## config.mk

```make
export PLATFORM = sky130hd
export DESIGN_NAME = regfile_hazard_ctrl
export DESIGN_NICKNAME = d
export VERILOG_FILES = /design/src/rtl/regfile_hazard_ctrl.sv
export SDC_FILE = /design/constraint.sdc
export NUM_CORES = 1
export LEC_CHECK = 0
export ABC_CLOCK_PERIOD_IN_PS = 6900
export CAP_MARGIN = 40
export CORE_AREA = 2 2 84 86
export CTS_CLUSTER_SIZE = 14
export DETAILED_ROUTE_END_ITERATION = 8
export DIE_AREA = 0 0 86 88
export HOLD_SLACK_MARGIN = 0.06
export MAX_ROUTING_LAYER = met4
export PLACE_DENSITY = 0.84
export SYNTH_ARGS = -nofsm -noshare
export SYNTH_HDL_FRONTEND = slang
export SYNTH_SLANG_ARGS = --single-unit
export TNS_END_PERCENT = 20
```

## constraint.sdc

```tcl
create_clock -name clk -period 6.9 [get_ports clk]
set_input_delay 2.07 -clock clk [delete_from_list [all_inputs] [get_ports clk]]
set_output_delay 2.07 -clock clk [all_outputs]
set_load 0.005 [all_outputs]
```

## src/rtl/regfile_hazard_ctrl.sv

```systemverilog
`default_nettype none
// ============================================================================
// regfile_hazard_ctrl : decode issue/hazard control for a 16x16 register file.
// Countdown scoreboard plus writeback slot pipe; optional macro HAZARD_FWD_EN.
// Rev 1.0
// ============================================================================
module regfile_hazard_ctrl #(
    parameter int NREG     = 16,
    parameter int WB_LAT   = 3,
    parameter int LOAD_LAT = 4
) (
    input  logic                     clk,
    input  logic                     reset,
    input  logic                     i_valid,
    input  logic [15:0]              i_inst,
    input  logic                     i_use_src2,
    input  logic                     i_reg_write,
    input  logic                     i_is_load,
    input  logic                     i_flush,
    output logic                     o_issue,
    output logic                     o_stall,
    output logic [NREG-1:0]          o_busy,
    output logic                     o_wb_en,
`ifdef HAZARD_FWD_EN
    output logic                     o_fwd1,
    output logic                     o_fwd2,
`endif
    output logic [$clog2(NREG)-1:0]  o_wb_add
);
    localparam int AW = $clog2(NREG);
    localparam int CW = $clog2(LOAD_LAT + 1);

    logic [CW-1:0] cnt_q    [NREG];
    logic [CW-1:0] cnt_d    [NREG];
    logic          slot_v_q [1:LOAD_LAT];
    logic          slot_v_d [1:LOAD_LAT];
    logic [AW-1:0] slot_a_q [1:LOAD_LAT];
    logic [AW-1:0] slot_a_d [1:LOAD_LAT];

    logic [AW-1:0] w_src1;
    logic [AW-1:0] w_src2;
    logic [AW-1:0] w_dest;
    logic [CW-1:0] w_lat;
    logic [CW-1:0] w_cnt1;
    logic [CW-1:0] w_cnt2;
    logic [CW-1:0] w_cntd;
    logic          w_raw;
    logic          w_waw;
    logic          w_port;
    logic          w_hazard;
    logic          w_go;
    logic          w_wr;
    logic          w_unused_inst;

    assign w_src1        = i_inst[8 +: AW];
    assign w_src2        = i_inst[4 +: AW];
    assign w_dest        = i_inst[0 +: AW];
    assign w_unused_inst = &{1'b0, i_inst[15:12]};

    assign w_lat  = i_is_load ? CW'(LOAD_LAT) : CW'(WB_LAT);
    assign w_cnt1 = cnt_q[w_src1];
    assign w_cnt2 = cnt_q[w_src2];
    assign w_cntd = cnt_q[w_dest];

`ifdef HAZARD_FWD_EN
    // A count of 1 means the value is on the RF write port this cycle, so decode can bypass it.
    assign w_raw  = (w_cnt1 > CW'(1)) | (i_use_src2 & (w_cnt2 > CW'(1)));
    assign o_fwd1 = o_issue & (w_cnt1 == CW'(1));
    assign o_fwd2 = o_issue & i_use_src2 & (w_cnt2 == CW'(1));
`else
    assign w_raw  = (w_cnt1 != '0) | (i_use_src2 & (w_cnt2 != '0));
`endif

    assign w_waw = i_reg_write & (w_cntd != '0);
    // An ALU write issued now would reach slot 1 on the same cycle as whatever sits in slot WB_LAT+1.
    assign w_port = i_reg_write & ~i_is_load & slot_v_q[WB_LAT+1];

    assign w_hazard = w_raw | w_waw | w_port;
    assign w_go     = i_valid & ~i_flush;
    assign o_issue  = w_go & ~w_hazard;
    assign o_stall  = w_go & w_hazard;
    assign w_wr     = o_issue & i_reg_write;

    always_comb begin
        for (int r = 0; r < NREG; r++) begin
            cnt_d[r] = (cnt_q[r] != '0) ? cnt_q[r] - CW'(1) : '0;
            if (w_wr && (w_dest == AW'(r))) begin
                cnt_d[r] = w_lat;
            end
        end
        for (int k = 1; k < LOAD_LAT; k++) begin
            slot_v_d[k] = slot_v_q[k+1];
            slot_a_d[k] = slot_a_q[k+1];
        end
        slot_v_d[LOAD_LAT] = 1'b0;
        slot_a_d[LOAD_LAT] = '0;
        for (int k = 1; k <= LOAD_LAT; k++) begin
            if (w_wr && (w_lat == CW'(k))) begin
                slot_v_d[k] = 1'b1;
                slot_a_d[k] = w_dest;
            end
        end
    end

    always_ff @(posedge clk or negedge reset) begin
        if (!reset) begin
            for (int r = 0; r < NREG; r++) begin
                cnt_q[r] <= '0;
            end
            for (int k = 1; k <= LOAD_LAT; k++) begin
                slot_v_q[k] <= 1'b0;
                slot_a_q[k] <= '0;
            end
        end else begin
            cnt_q    <= cnt_d;
            slot_v_q <= slot_v_d;
            slot_a_q <= slot_a_d;
        end
    end

    for (genvar r = 0; r < NREG; r++) begin : g_busy
        assign o_busy[r] = |cnt_q[r];
    end

    assign o_wb_en  = slot_v_q[1];
    assign o_wb_add = slot_a_q[1];

endmodule
`default_nettype wire

```

==> results by stage, run 1 <==
Run status:
- The run finished with clean final reports.

Logic synthesis:
- The synthesized design contains 0 enable-type register cells.
- The cell taking the most area after synthesis is dfrtp_1.
- In this run, synthesis produced a sequential element count of 68.
- During synthesis, Yosys emitted a total of 0 warnings.
- A synthesized cell averages 9.959 um2.
- Synthesis produced a netlist with a net count of 449.
- The post-synthesis instance total is 394.
- The fraction of registers with async set or reset after synthesis is 1.000.
- Yosys attributes the largest share of cell area to dfrtp_1 (43%), ha_1 (10%), inv_1 (4.8%).
- The share of the Yosys chip area taken by registers is 0.4337.
- The count of unique library cells instantiated by Yosys is 46.
- The area share of the leading cell type in the synthesized netlist is 0.4337.
- The cell area that synthesis handed to floorplanning was 3924 um2.
- In the synthesized netlist the dominant register cell turns out to be dfrtp_1.

Floorplan:
- The top-level I/O count is 46.
- The effective utilization at floorplan is 0.5906.
- The width of the die is 86 um.
- The floorplan core area is 6644 um2.
- In this run the vertical extent of the chip is 88 um.
- The site row count is 30.
- The floorplan step defined a die boundary enclosing 7568 um2.

Min path:
- The type of the most critical hold path is reg -> reg.
- The path with the worst hold slack has its endpoint at slot_v_q[2].
- Along the worst hold path, the cell count comes to 0.
- The startpoint identified for the worst hold timing path is slot_v_q[1].

Place:
- The placer congestion estimate is 0.9620.
- The setup slack at placement is -49.51 ps.
- Once placement finished, the instance area stood at 4486 um2.
- The number of buffers inserted by port buffering is 41.
- Detailed placement ended at an HPWL of 6834 um.

Detailed routing:
- The count of routing violations after the opening detailed-route iteration is 280.
- The via count normalized by instance count is 6.186.
- After detailed routing, the wire length on met1 is 3737 um.
- The wire length reported by the detailed router is 9298 um.
- The average wire per cell in the routed design is 17.44 um.
- For this block, the via count after detailed routing is 3297.
- Once detail routing completed, the nets flagged for antenna violations numbered 0.
- The number of remaining DRC errors is 0.
- For this run, the detailed router's first-pass iteration total came to 5.
- Routed signal wires occupy layers up through met4.
- In the detailed route, the total length drawn on met2 is 4588 um.
- The wire length on met3 is 577 um.

Final layout:
- Counting the fill cells in the layout gives 485.
- Of the cells placed in the final design, the portion with a size suffix greater than 1 is 0.1347.
- The post-route standard cell area excluding fillers is 4700 um2.
- The area growth from synthesis to layout is 19.77%.
- In the layout the commonest cells are dfrtp_1 (68), inv_1 (50), clkdlybuf4s50_1 (39), ha_1 (32), nor2_1 (23).
- The sequential cells in the finished layout cover a total of 1702 um2.
- Summing all multi-input logic gate instances after layout gives 1931 um2.
- The repair_antennas step left the layout with diodes totalling 0.
- The library cell used most frequently in the layout, excluding fill and tap cells, is dfrtp_1.
- At the end of the flow, the number of nets in the layout was 503.

Setup path:
- The critical path in this run is classified as in -> out.
- The largest fanout on the critical path is 8.
- STA classifies the critical path endpoint as an output port.
- The kind of launch point of the worst setup path is an input port.
- The arrival time at the worst endpoint is 4630 ps.
- Counting cells, the worst reg-to-reg path comes to 8.
- The required time reported for the critical path endpoint is 4830 ps.
- The worst setup path startpoint is i_inst[9].
- The reg-to-reg setup timing slack is 3480 ps.
- In this run the critical register-to-register path is captured at cnt_q[45].
- The reg-to-reg critical path startpoint is cnt_q[44].

Timing:
- Timing would allow up to 0.1493 GHz.
- The portion of the clock cycle consumed by the worst path in the final layout is 0.9705.
- The worst path setup slack after routing is 203.4 ps.
- The largest clock skew in the final design is 5.898 ps.
- The worst-margin pin slew is 936.6 ps.
- In the final timing run, aggregate negative setup slack is 0 ps.
- The final number of hold-violating endpoints is 0.
- Headroom to the max-slew limit came out at 0.3756.
- The number of max-slew violations in the final report was 0.
- Setup violations remaining at the end of the flow were counted as 0.
- The final period demand of the worst path is 6697 ps.

Clock tree:
- The later pin in the worst-skew pair is clocked with a latency of 370 ps.
- The clock slew at the register clock pins of the worst setup and hold paths is 80 ps.
- The clock sink total is 68.
- The number of buffers on the longest clock path is 2.
- The number of clock buffers added by TritonCTS is 9.
- The clock tree from TritonCTS is built.
- In this run, post-CTS hold repair placed 0 buffers.
- In this run the number of H-tree levels came out at 3.
- The buffer cell driving the clock tree root is clkbuf_8.
- The post-CTS setup-driven buffer insertion count is 0.

GRT:
- Entering global routing, the biggest net connects 69 pins.
- The overall global routing resource usage is 0.2795.
- The final global-route overflow total is 0.
- The initial antenna violation count is 0.
- The first global-routing pass estimated 15710 um of wire.
- The number of global-route vias before repair is 3293.

Power:
- The share of total power dissipated in combinational logic is 0.318.
- Internal power comes to 0.0008059 W.
- The share of total power dissipated in sequential elements is 0.400.
- The design draws 0.001245 W.
- Of the total power, the share spent switching nets is 0.3525.
- The largest voltage drop on the vdd net is 0.1726 mV.
- The standby leakage power is 2.285 nW.
- The power per unit of standard cell area is 264.8 nW/um2.
- In this run the power spent charging and discharging nets is 0.0004387 W.
- The share of total power dissipated in the clock network is 0.281.

Job:
- The number of max-cap violations is 0.
-- kinds of logic (layout without fill, tap and decap cells) --
group                    after synthesis  in the layout  synth area share
AO/OA/AOI/OAI                         77             77            0.1457
adder cells (fa/ha/maj)               32             32            0.1020
buffers and inverters                 67            126           0.07621
flip-flops                            68             68            0.4337
multiplexers                           9              9           0.02742
AND/OR/NAND/NOR                      141            141            0.2149
-- routing by layer --
layer | global-route usage | vias to the layer above
li1 | - | 1508
met1 | 0.3331 | 1602
met2 | 0.4503 | 144
met3 | 0.06315 | 43
met4 | 0.1342 | 0
met5 | - | -
-- cell type report --
type | count | share of cell area
flip-flops and latches | 68 | 0.3621
multi-input cells | 259 | 0.4108
well taps | 80 | 0.02130
clock inverters | 7 | 0.01704
clock buffers | 9 | 0.02636
inverters | 50 | 0.03994
repair buffers | 60 | 0.1225
-- flip-flops by register name, indices dropped and copies added (netlist names) --
register / count
cnt_q: 48
slot_v_q: 3
o_wb_en: 1
slot_a_q: 12
o_wb_add: 4
-- critical path, stage by stage --
cell and delay, ps:
clkdlybuf4s50_1 560, or3b_2 270, a311oi_1 40, or4_4 560, nor4_2 360, buf_4 170, and2_1 100, clkdlybuf4s50_1 490
-- synth_stat cells, types with 2 or more instances --
cell,count
dfrtp_1,68
inv_1,50
ha_1,32
nor2_1,23
nand2_1,21
nand3_1,18
o211ai_1,17
o21a_1,16
o31ai_1,16
nor4_1,15
nor3_1,14
nor3_2,10
a211oi_1,7
and2_1,7
buf_4,7
a21oi_1,5
buf_2,5
nor4_2,5
mux2_1,4
mux2i_1,4
nand2b_1,4
nor2b_1,4
o41ai_1,4
a311oi_1,3
clkbuf_1,3
nor4b_1,3
o21ai_0,3
or2_2,3
or3_1,3
a221oi_1,2
buf_6,2
nand3b_1,2
-- power groups by stage --
stage / clock (W) / combinational, W / sequential, W
after floorplan: 0 / 0.000224 / 0.000489
after global placement: 0 / 0.000376 / 0.000499
after detailed placement: 0 / 0.000391 / 0.000503
after CTS: 0.000352 / 0.000395 / 0.000497
after global routing: 0.000373 / 0.000439 / 0.000506
final: 0.000350 / 0.000396 / 0.000498
-- how the worst max path moves through the flow --
stage                         end  slack [ps]  depth (start not counted)
after floorplan           o_issue        1360                          6
after global placement    o_issue         -80                          8
after detailed placement  o_issue         -50                          8
after CTS                 o_issue          50                          8
after global routing      o_issue         -30                         10
final                     o_issue         200                          8
-- through the flow --
stage,util,hold WS [ps],std cells
floorplan,-,331.2,394
global route,0.7073,367.2,533
CTS,0.7068,353.3,533
finish,0.7073,353.5,533
global placement,0.6751,331.3,517
detailed placement,0.6751,334.7,517
-- repair_timing --
item                       in CTS  in global routing
gates resized for setup         1                  2
setup endpoints to repair       1                  2
pin swaps                       0                  1
Power figures use the tool's default switching activity.
==> run 2, diff against run 1 <==
Settings changed: CELL_PAD_IN_SITES_DETAIL_PLACEMENT set to 2, CELL_PAD_IN_SITES_GLOBAL_PLACEMENT set to 2, CORE_AREA 2 2 84 86 to 2 2 104 106, CTS_CLUSTER_SIZE 14 to 25, DIE_AREA 0 0 86 88 to 0 0 106 108, PLACE_DENSITY 0.84 to unset, PLACE_DENSITY_LB_ADDON set to 0.1.
==> run 2 against run 1 <==
Net effect: register-to-register slack gained 20 ps; utilization down 24 points; critical path type unchanged; hold slack gained 2.6 ps.
==> results by stage, run 2 (synthesized netlist as in run 1, its figures left out) <==
Clock tree:
- The clock slew at the register clock pins of the worst setup and hold paths is 90 ps (about the same).
- The post-CTS setup-driven buffer insertion count is 0 (unchanged).
- The number of buffers inserted during clock tree synthesis is 9 (unchanged).
- The buffer cell driving the clock tree root is clkbuf_8.
- The clock sink total was 68 (unchanged).
- The clock network latency to the later pin of the worst-skew pair was 360 ps (about the same).
- The cts-stage hold buffer count came to 0 (unchanged).
- The deepest level of the CTS H-tree is 3 (unchanged).
- The number of buffers on the longest clock path is 2 (unchanged).
- The clock tree from TritonCTS is built.

Detailed routing:
- The average wire per cell in the routed design is 20.52 um (+18%).
- The number of optimization iterations in the first detailed-route pass is 4 (-1).
- The remaining antenna violation count is 0 (unchanged).
- The number of remaining DRC errors is 0 (unchanged).
- The detailed-route via count is 3249 (-1.5%).
- The count of routing violations after the opening detailed-route iteration came to 141 (-50%).
- The wire length reported by the detailed router is 12150 um (+31%).
- The via count normalized by instance count is 5.488 (-11%).

GRT:
- The overall global routing resource usage is 0.2328 (-0.04677).
- The wire length of the first global-routing pass is 19510 um (+24%).
- The number of global-route vias before repair is 3593 (+9.1%).
- The initial antenna violation count is 0 (unchanged).
- The pin count of the biggest net entering global routing was 45 (-35%).
- The final global-route overflow total is 0 (unchanged).

Power:
- The power per unit of standard cell area is 264.1 nW/um2 (-0.27%).
- The largest voltage drop on the vdd net came to 0.09786 mV (-43%).
- The standby leakage power is 2.308 nW (+0.98%).

Final layout:
- The final net count is 506 (+0.60%).
- The final cell count without fillers is 592 (+11%).
- In the layout the commonest cells are dfrtp_1 (68), inv_1 (50), clkdlybuf4s50_1 (40), ha_1 (32), nor2_1 (23).
- The register name with the most flops is cnt_q.
- The area of the multi-input gates is 1942 um2 (+0.58%).
- The number of diodes is 0 (unchanged).
- The ratio of cells with drive above 1 in the final layout is 0.1447 (+0.01008).
- The number of flip-flops under the largest register name is 48 (unchanged).
- The register cell area after layout came to 1702 um2 (unchanged).
- Relative to the synthesized area, the layout overhead comes to 23.09%.
- The most common library cell in the layout ignoring fill and taps is dfrtp_1.
- The number of fillers in the final layout is 1105 (+130%).

Floorplan:
- The height of the chip is 108 um (+23%).
- The width of the die is 106 um (+23%).
- The effective utilization at floorplan is 0.3835 (-0.2071).
- The top-level I/O count was 46 (unchanged).
- The area enclosed by the die boundary is 11450 um2 (+51%).
- The floorplan core area is 10230 um2 (+54%).
- The site row count is 37 (+23%).

Setup path:
- The arrival time at the worst endpoint is 4780 ps (+150 ps).
- The type of destination of the critical path is an output port.
- The critical path capture point is o_issue.
- The largest fanout on the critical path is 7 (-1).
- The critical path starts at i_inst[5].
- The logic depth of the worst register-to-register path was 9 (+1).
- The maximum cell stage delay along the critical path is 490 ps (-70 ps).
- The required time reported for the critical path endpoint came to 4830 ps (about the same).
- The worst setup path is launched from an input port.
- The endpoint identified for the worst register-to-register timing path is cnt_q[45].
- The library cell contributing the largest single delay on the critical path is clkdlybuf4s50_1.
- The critical path start-end classification is in -> out.
- Traced cell by cell, the critical path runs through clkdlybuf4s50_1 > buf_4 > nor4_1 > a211oi_1 > o41ai_1 > a211oi_1 > nor4_2 > buf_4 > and2_1 > clkdlybuf4s50_1.
- The worst register-to-register path begins at cnt_q[42].
- The reg-to-reg setup timing slack is 3500 ps (+20 ps).

Timing:
- The worst-margin pin slew is 845.1 ps (-91.50 ps).
- The number of max-slew violations in the final report is 0 (unchanged).
- Setup repair after global routing could not meet its margin everywhere.
- The timing-limited maximum frequency is 0.1460 GHz (-2.2%).
- The total setup violations reported at the end of the flow is 0 (unchanged).
- The smallest hold slack is 356.0 ps (+2.555 ps).
- The final period demand of the worst path is 6848 ps (+151.6 ps).
- The total negative slack is 0 ps (unchanged).
- The portion of the clock cycle consumed by the worst path in the final layout came to 0.9925 (+0.02197).
- The largest clock skew in the final design was 10.34 ps (+4.443 ps).
- The final number of hold-violating endpoints is 0 (unchanged).
- The remaining max-slew budget at the tightest pin is 0.4323 (+0.05667).

Place:
- The number of buffers inserted by port buffering is 41 (unchanged).
- The HPWL after detailed placement is 9252 um (+35%).
- The number of cells after detailed placement is 576 (+11%).
- The placer congestion estimate is 0.7739 (-20%).

Job:
- The number of max-cap violations came to 0 (unchanged).

Min path:
- In this run the worst hold path is classified as reg -> reg.

Run status:
- The flow ran to the end, and the final reports show no timing, DRC or antenna violations.
-- run 2: cell count changes in the layout (fill, tap and decap cells not counted), sizes merged --
cell,before,now
buf,20,23
clkinvlp,2,1
clkinv,0,2
clkdlybuf4s50,39,40
inv,54,53
dlymetal6s2s,1,0
-- run 2: cell type report --
type / count / share of cell area
multi-input combinational: 259 / 0.4021
sequential: 68 / 0.3523
timing repair buffer: 63 / 0.1290
inverter: 50 / 0.03886
tap: 136 / 0.03523
clock buffer: 9 / 0.02565
clock inverter: 7 / 0.01684
-- run 2: timing repair --
item,in CTS,in global routing
endpoints found under the setup margin,1,2
pin swaps,0,1
gates resized for setup,1,3
-- run 2: worst min-delay path by stage --
stage                       startpoint            to  depth (start not counted)
after detailed placement   slot_a_q[8]   o_wb_add[0]                          0
after floorplan            slot_a_q[8]   o_wb_add[0]                          0
after global routing       slot_a_q[7]  slot_a_q[11]                          0
after global placement    slot_a_q[11]   o_wb_add[3]                          0
final                      slot_a_q[5]   slot_a_q[9]                          0
after CTS                  slot_a_q[8]   o_wb_add[0]                          0
-- run 2: stage by stage --
step | instance area (um2) | setup WS (ps) | power, W | util
finish | 4830 | 51.82 | 0.001276 | 0.4721
global route | 4830 | -64.97 | 0.001364 | 0.4721
CTS | 4817 | 42.11 | 0.001289 | 0.4708
detailed placement | 4606 | -33.08 | 0.0009292 | 0.4502
global placement | 4551 | 21.96 | 0.0008939 | 0.4448
floorplan | 3924 | 1360 | 0.0007134 | -
-- run 2: critical path: cells and delay by family --
family,cells,cell delay [ps]
compound gates,3,610
buf+inv,4,1300
simple gates,3,790
-- run 2: power breakdown --
group | total, W | internal (W) | switching [W]
Clock | 0.000354 | 0.000172 | 0.000182
Sequential | 0.000500 | 0.000442 | 0.0000577
Combinational | 0.000421 | 0.000200 | 0.000221
-- run 2: per-layer routing --
| layer | vias to the layer above | track usage | routed length, um |
|---|---|---|---|
| met2 | 60 | 0.4217 | 6508 |
| met4 | 0 | 0.06391 | 137 |
| met5 | - | - | 0 |
| met1 | 1668 | 0.2703 | 5011 |
| met3 | 13 | 0.03436 | 489 |
| li1 | 1508 | - | - |
==> run 3, diff against run 2 <==
Settings changed: MAX_ROUTING_LAYER met4 to unset, REMOVE_ABC_BUFFERS set to 1.
==> run 3 against run 2 <==
Net effect: cell area shrank 0.39%; register-to-register slack improved by 120 ps; global-route usage is 1.1 points lower; routed wire length decreased by 3.7%; combinational power decreased by 2%; utilization decreased by 0.18 points; worst setup slack improved by 130 ps; sequential cell count stayed put; die area is the same; clock power is 9.6% lower; critical endpoint unchanged; first-iteration DRC count decreased by 35%.
==> results by stage, run 3 (synthesized netlist as in run 1, its figures left out) <==
Setup path:
- The critical path start-end classification is in -> out.
- The type of destination of the critical path is an output port.
- The reg-to-reg setup timing slack came to 3620 ps (+120 ps).
- The kind of launch point of the worst setup path is an input port.
- The largest fanout on the critical path was 11 (+4).
- The required time reported for the critical path endpoint is 4830 ps (about the same).
- The logic depth of the worst register-to-register path is 7 (-2).
- The endpoint of the lowest-slack register-to-register path is slot_a_q[7].
- In this run the critical register-to-register path is launched from cnt_q[42].
- The arrival time at the worst endpoint is 4650 ps (-130 ps).

Clock tree:
- The clock network latency to the later pin of the worst-skew pair came to 370 ps (about the same).
- The buffer cell driving the clock tree root is clkbuf_8.
- The clock sink total is 68 (unchanged).
- The number of buffers inserted during clock tree synthesis was 9 (unchanged).
- The deepest level of the CTS H-tree is 3 (unchanged).
- The clock tree from TritonCTS is built.
- The clock slew at the register clock pins of the worst setup and hold paths is 80 ps (about the same).
- The number of buffers on the longest clock path was 2 (unchanged).

Timing:
- The final number of hold-violating endpoints is 0 (unchanged).
- The total negative slack is 0 ps (unchanged).
- The timing-limited maximum frequency is 0.1488 GHz (+1.9%).
- The largest clock skew in the final design is 10.90 ps (+0.5574 ps).
- The remaining max-slew budget at the tightest pin came to 0.4829 (+0.05064).
- The portion of the clock cycle consumed by the worst path in the final layout is 0.9737 (-0.01876).
- The total setup violations reported at the end of the flow is 0 (unchanged).
- The number of max-slew violations in the final report came to 0 (unchanged).
- The worst-margin pin slew is 769.7 ps (-75.38 ps).
- The worst path setup slack after routing is 181.3 ps (+129.4 ps).
- Setup repair after global routing left no endpoint under its margin.
- The final period demand of the worst path is 6719 ps (-129.4 ps).

Detailed routing:
- The wire length reported by the detailed router came to 11690 um (-3.7%).
- The detailed-route via count is 3217 (-0.98%).
- The via count normalized by instance count is 5.443 (-0.82%).
- The number of optimization iterations in the first detailed-route pass is 4 (unchanged).
- The remaining antenna violation count was 0 (unchanged).
- The number of remaining DRC errors is 0 (unchanged).
- The average wire per cell in the routed design is 19.78 um (-3.6%).
- The count of routing violations after the opening detailed-route iteration came to 91 (-35%).

Floorplan:
- The top-level I/O count is 46 (unchanged).
- The height of the chip is 108 um (unchanged).
- The effective utilization at floorplan is 0.3835 (unchanged).
- The floorplan core area is 10230 um2 (unchanged).
- The width of the die is 106 um (unchanged).
- The area enclosed by the die boundary is 11450 um2 (unchanged).
- The site row count came to 37 (unchanged).

Place:
- The setup slack at placement is 53.22 ps (+86.30 ps).
- The number of buffers inserted by port buffering was 41 (unchanged).
- The placer congestion estimate is 0.8028 (+3.7%).
- The HPWL after detailed placement is 9032 um (-2.4%).
- The placed cell area is 4611 um2 (+0.11%).

Min path:
- The tightest min-delay check is of the reg -> reg type.
- The destination of the worst hold path is slot_a_q[8].
- The worst hold path cell count came to 0 (unchanged).
- The startpoint identified for the worst hold timing path is slot_a_q[4].

GRT:
- The number of global-route vias before repair is 3585 (-0.22%).
- The pin count of the biggest net entering global routing is 45 (unchanged).
- The wire length of the first global-routing pass is 19320 um (-0.99%).
- The overall global routing resource usage was 0.2214 (-0.01132).
- The initial antenna violation count is 0 (unchanged).
- The final global-route overflow total is 0 (unchanged).

Power:
- The power per unit of standard cell area is 256.4 nW/um2 (-2.9%).
- The total chip power is 0.001233 W (-3.3%).
- The standby leakage power is 2.301 nW (-0.30%).
- The largest voltage drop on the vdd net is 0.1725 mV (+76%).

Final layout:
- The post-route standard cell area excluding fillers came to 4811 um2 (-0.39%).
- The register cell area after layout is 1702 um2 (unchanged).
- The final net count is 505 (-0.20%).
- cnt_q holds more flip-flops than any other register.
- The share of the core filled with cells in the final layout was 0.4702 (-0.001835).
- The number of fillers in the final layout is 1075 (-2.7%).
- The top cell types in the final layout, fill and taps aside, are dfrtp_1 (68), inv_1 (50), clkdlybuf4s50_1 (40), ha_1 (32), nor2_1 (23).
- The ratio of cells with drive above 1 in the final layout is 0.1407 (-0.004078).
- The number of diodes was 0 (unchanged).
- The library cell used most frequently in the layout, excluding fill and tap cells, is dfrtp_1.
- The number of flip-flops under the largest register name is 48 (unchanged).
- The area of the multi-input gates is 1939 um2 (-0.13%).
- The area growth from synthesis to layout is 22.61%.

Job:
- The number of max-cap violations is 0 (unchanged).

Run status:
- The run finished with clean final reports.
[run 3: cell count changes in the layout (fill, tap and decap cells not counted), moves of 2 or more]
cell / delta
nor4_2: -2
nor4_1: +2
buf_12: +2
o41ai_1: -2
clkinv_4: -2
o41ai_2: +2
buf_4: -3
[run 3: metrics by stage]
stage / cells / hold slack [ps]
final: 591 / 348.3
after global placement: 573 / 333.4
after CTS: 591 / 350.5
after floorplan: 377 / 331.2
after global routing: 591 / 355.3
after detailed placement: 575 / 337.0
[run 3: layout make-up]
| class | instances | share of cell area |
|---|---|---|
| Tap cell | 136 | 0.03537 |
| Clock inverter | 6 | 0.009623 |
| Sequential cell | 68 | 0.3537 |
| Multi-Input combinational cell | 259 | 0.4031 |
| Timing Repair Buffer | 62 | 0.1306 |
| Inverter | 50 | 0.03901 |
| Clock buffer | 10 | 0.02861 |
[run 3: routing by layer]
metal	vias up	share of wire	track usage
met1	1669	0.46	0.2789
li1	1503	-	-
met5	-	0	0
met2	31	0.51	0.3926
met3	14	0.017	0.03195
met4	0	0.016	0.07237
[run 3: repair_timing]
action                                  in CTS  in global routing
hold buffers                                 0                  0
endpoints found under the setup margin       0                  1
resized for setup                            0                  3
setup buffers                                0                  0
[run 3: where the power goes]
group | total (W) | internal (W) | leakage [nW] | switching, W
combinational | 0.000414 | 0.000197 | 1.27 | 0.000217
clock | 0.000320 | 0.000143 | 0.0897 | 0.000176
sequential | 0.000500 | 0.000443 | 0.941 | 0.0000571
total | 0.00123 | 0.000783 | 2.30 | 0.000450
[run 3: worst max path at each step]
stage,start,endpoint,cells past startpoint
5_1_grt,i_inst[5],o_issue,10
4_1_cts,i_inst[5],o_issue,10
6_report,i_inst[8],o_issue,9
2_1_floorplan,i_inst[5],o_issue,5
3_5_place_dp,i_inst[5],o_issue,10
3_3_place_gp,i_inst[5],o_issue,10
[run 3: critical path, stage by stage]
cell	delay (ps)
clkdlybuf4s50_1	450
buf_12	170
nor4_1	280
a211oi_1	110
or4_4	540
nor4_1	260
buf_4	170
and2_1	110
clkdlybuf4s50_1	500
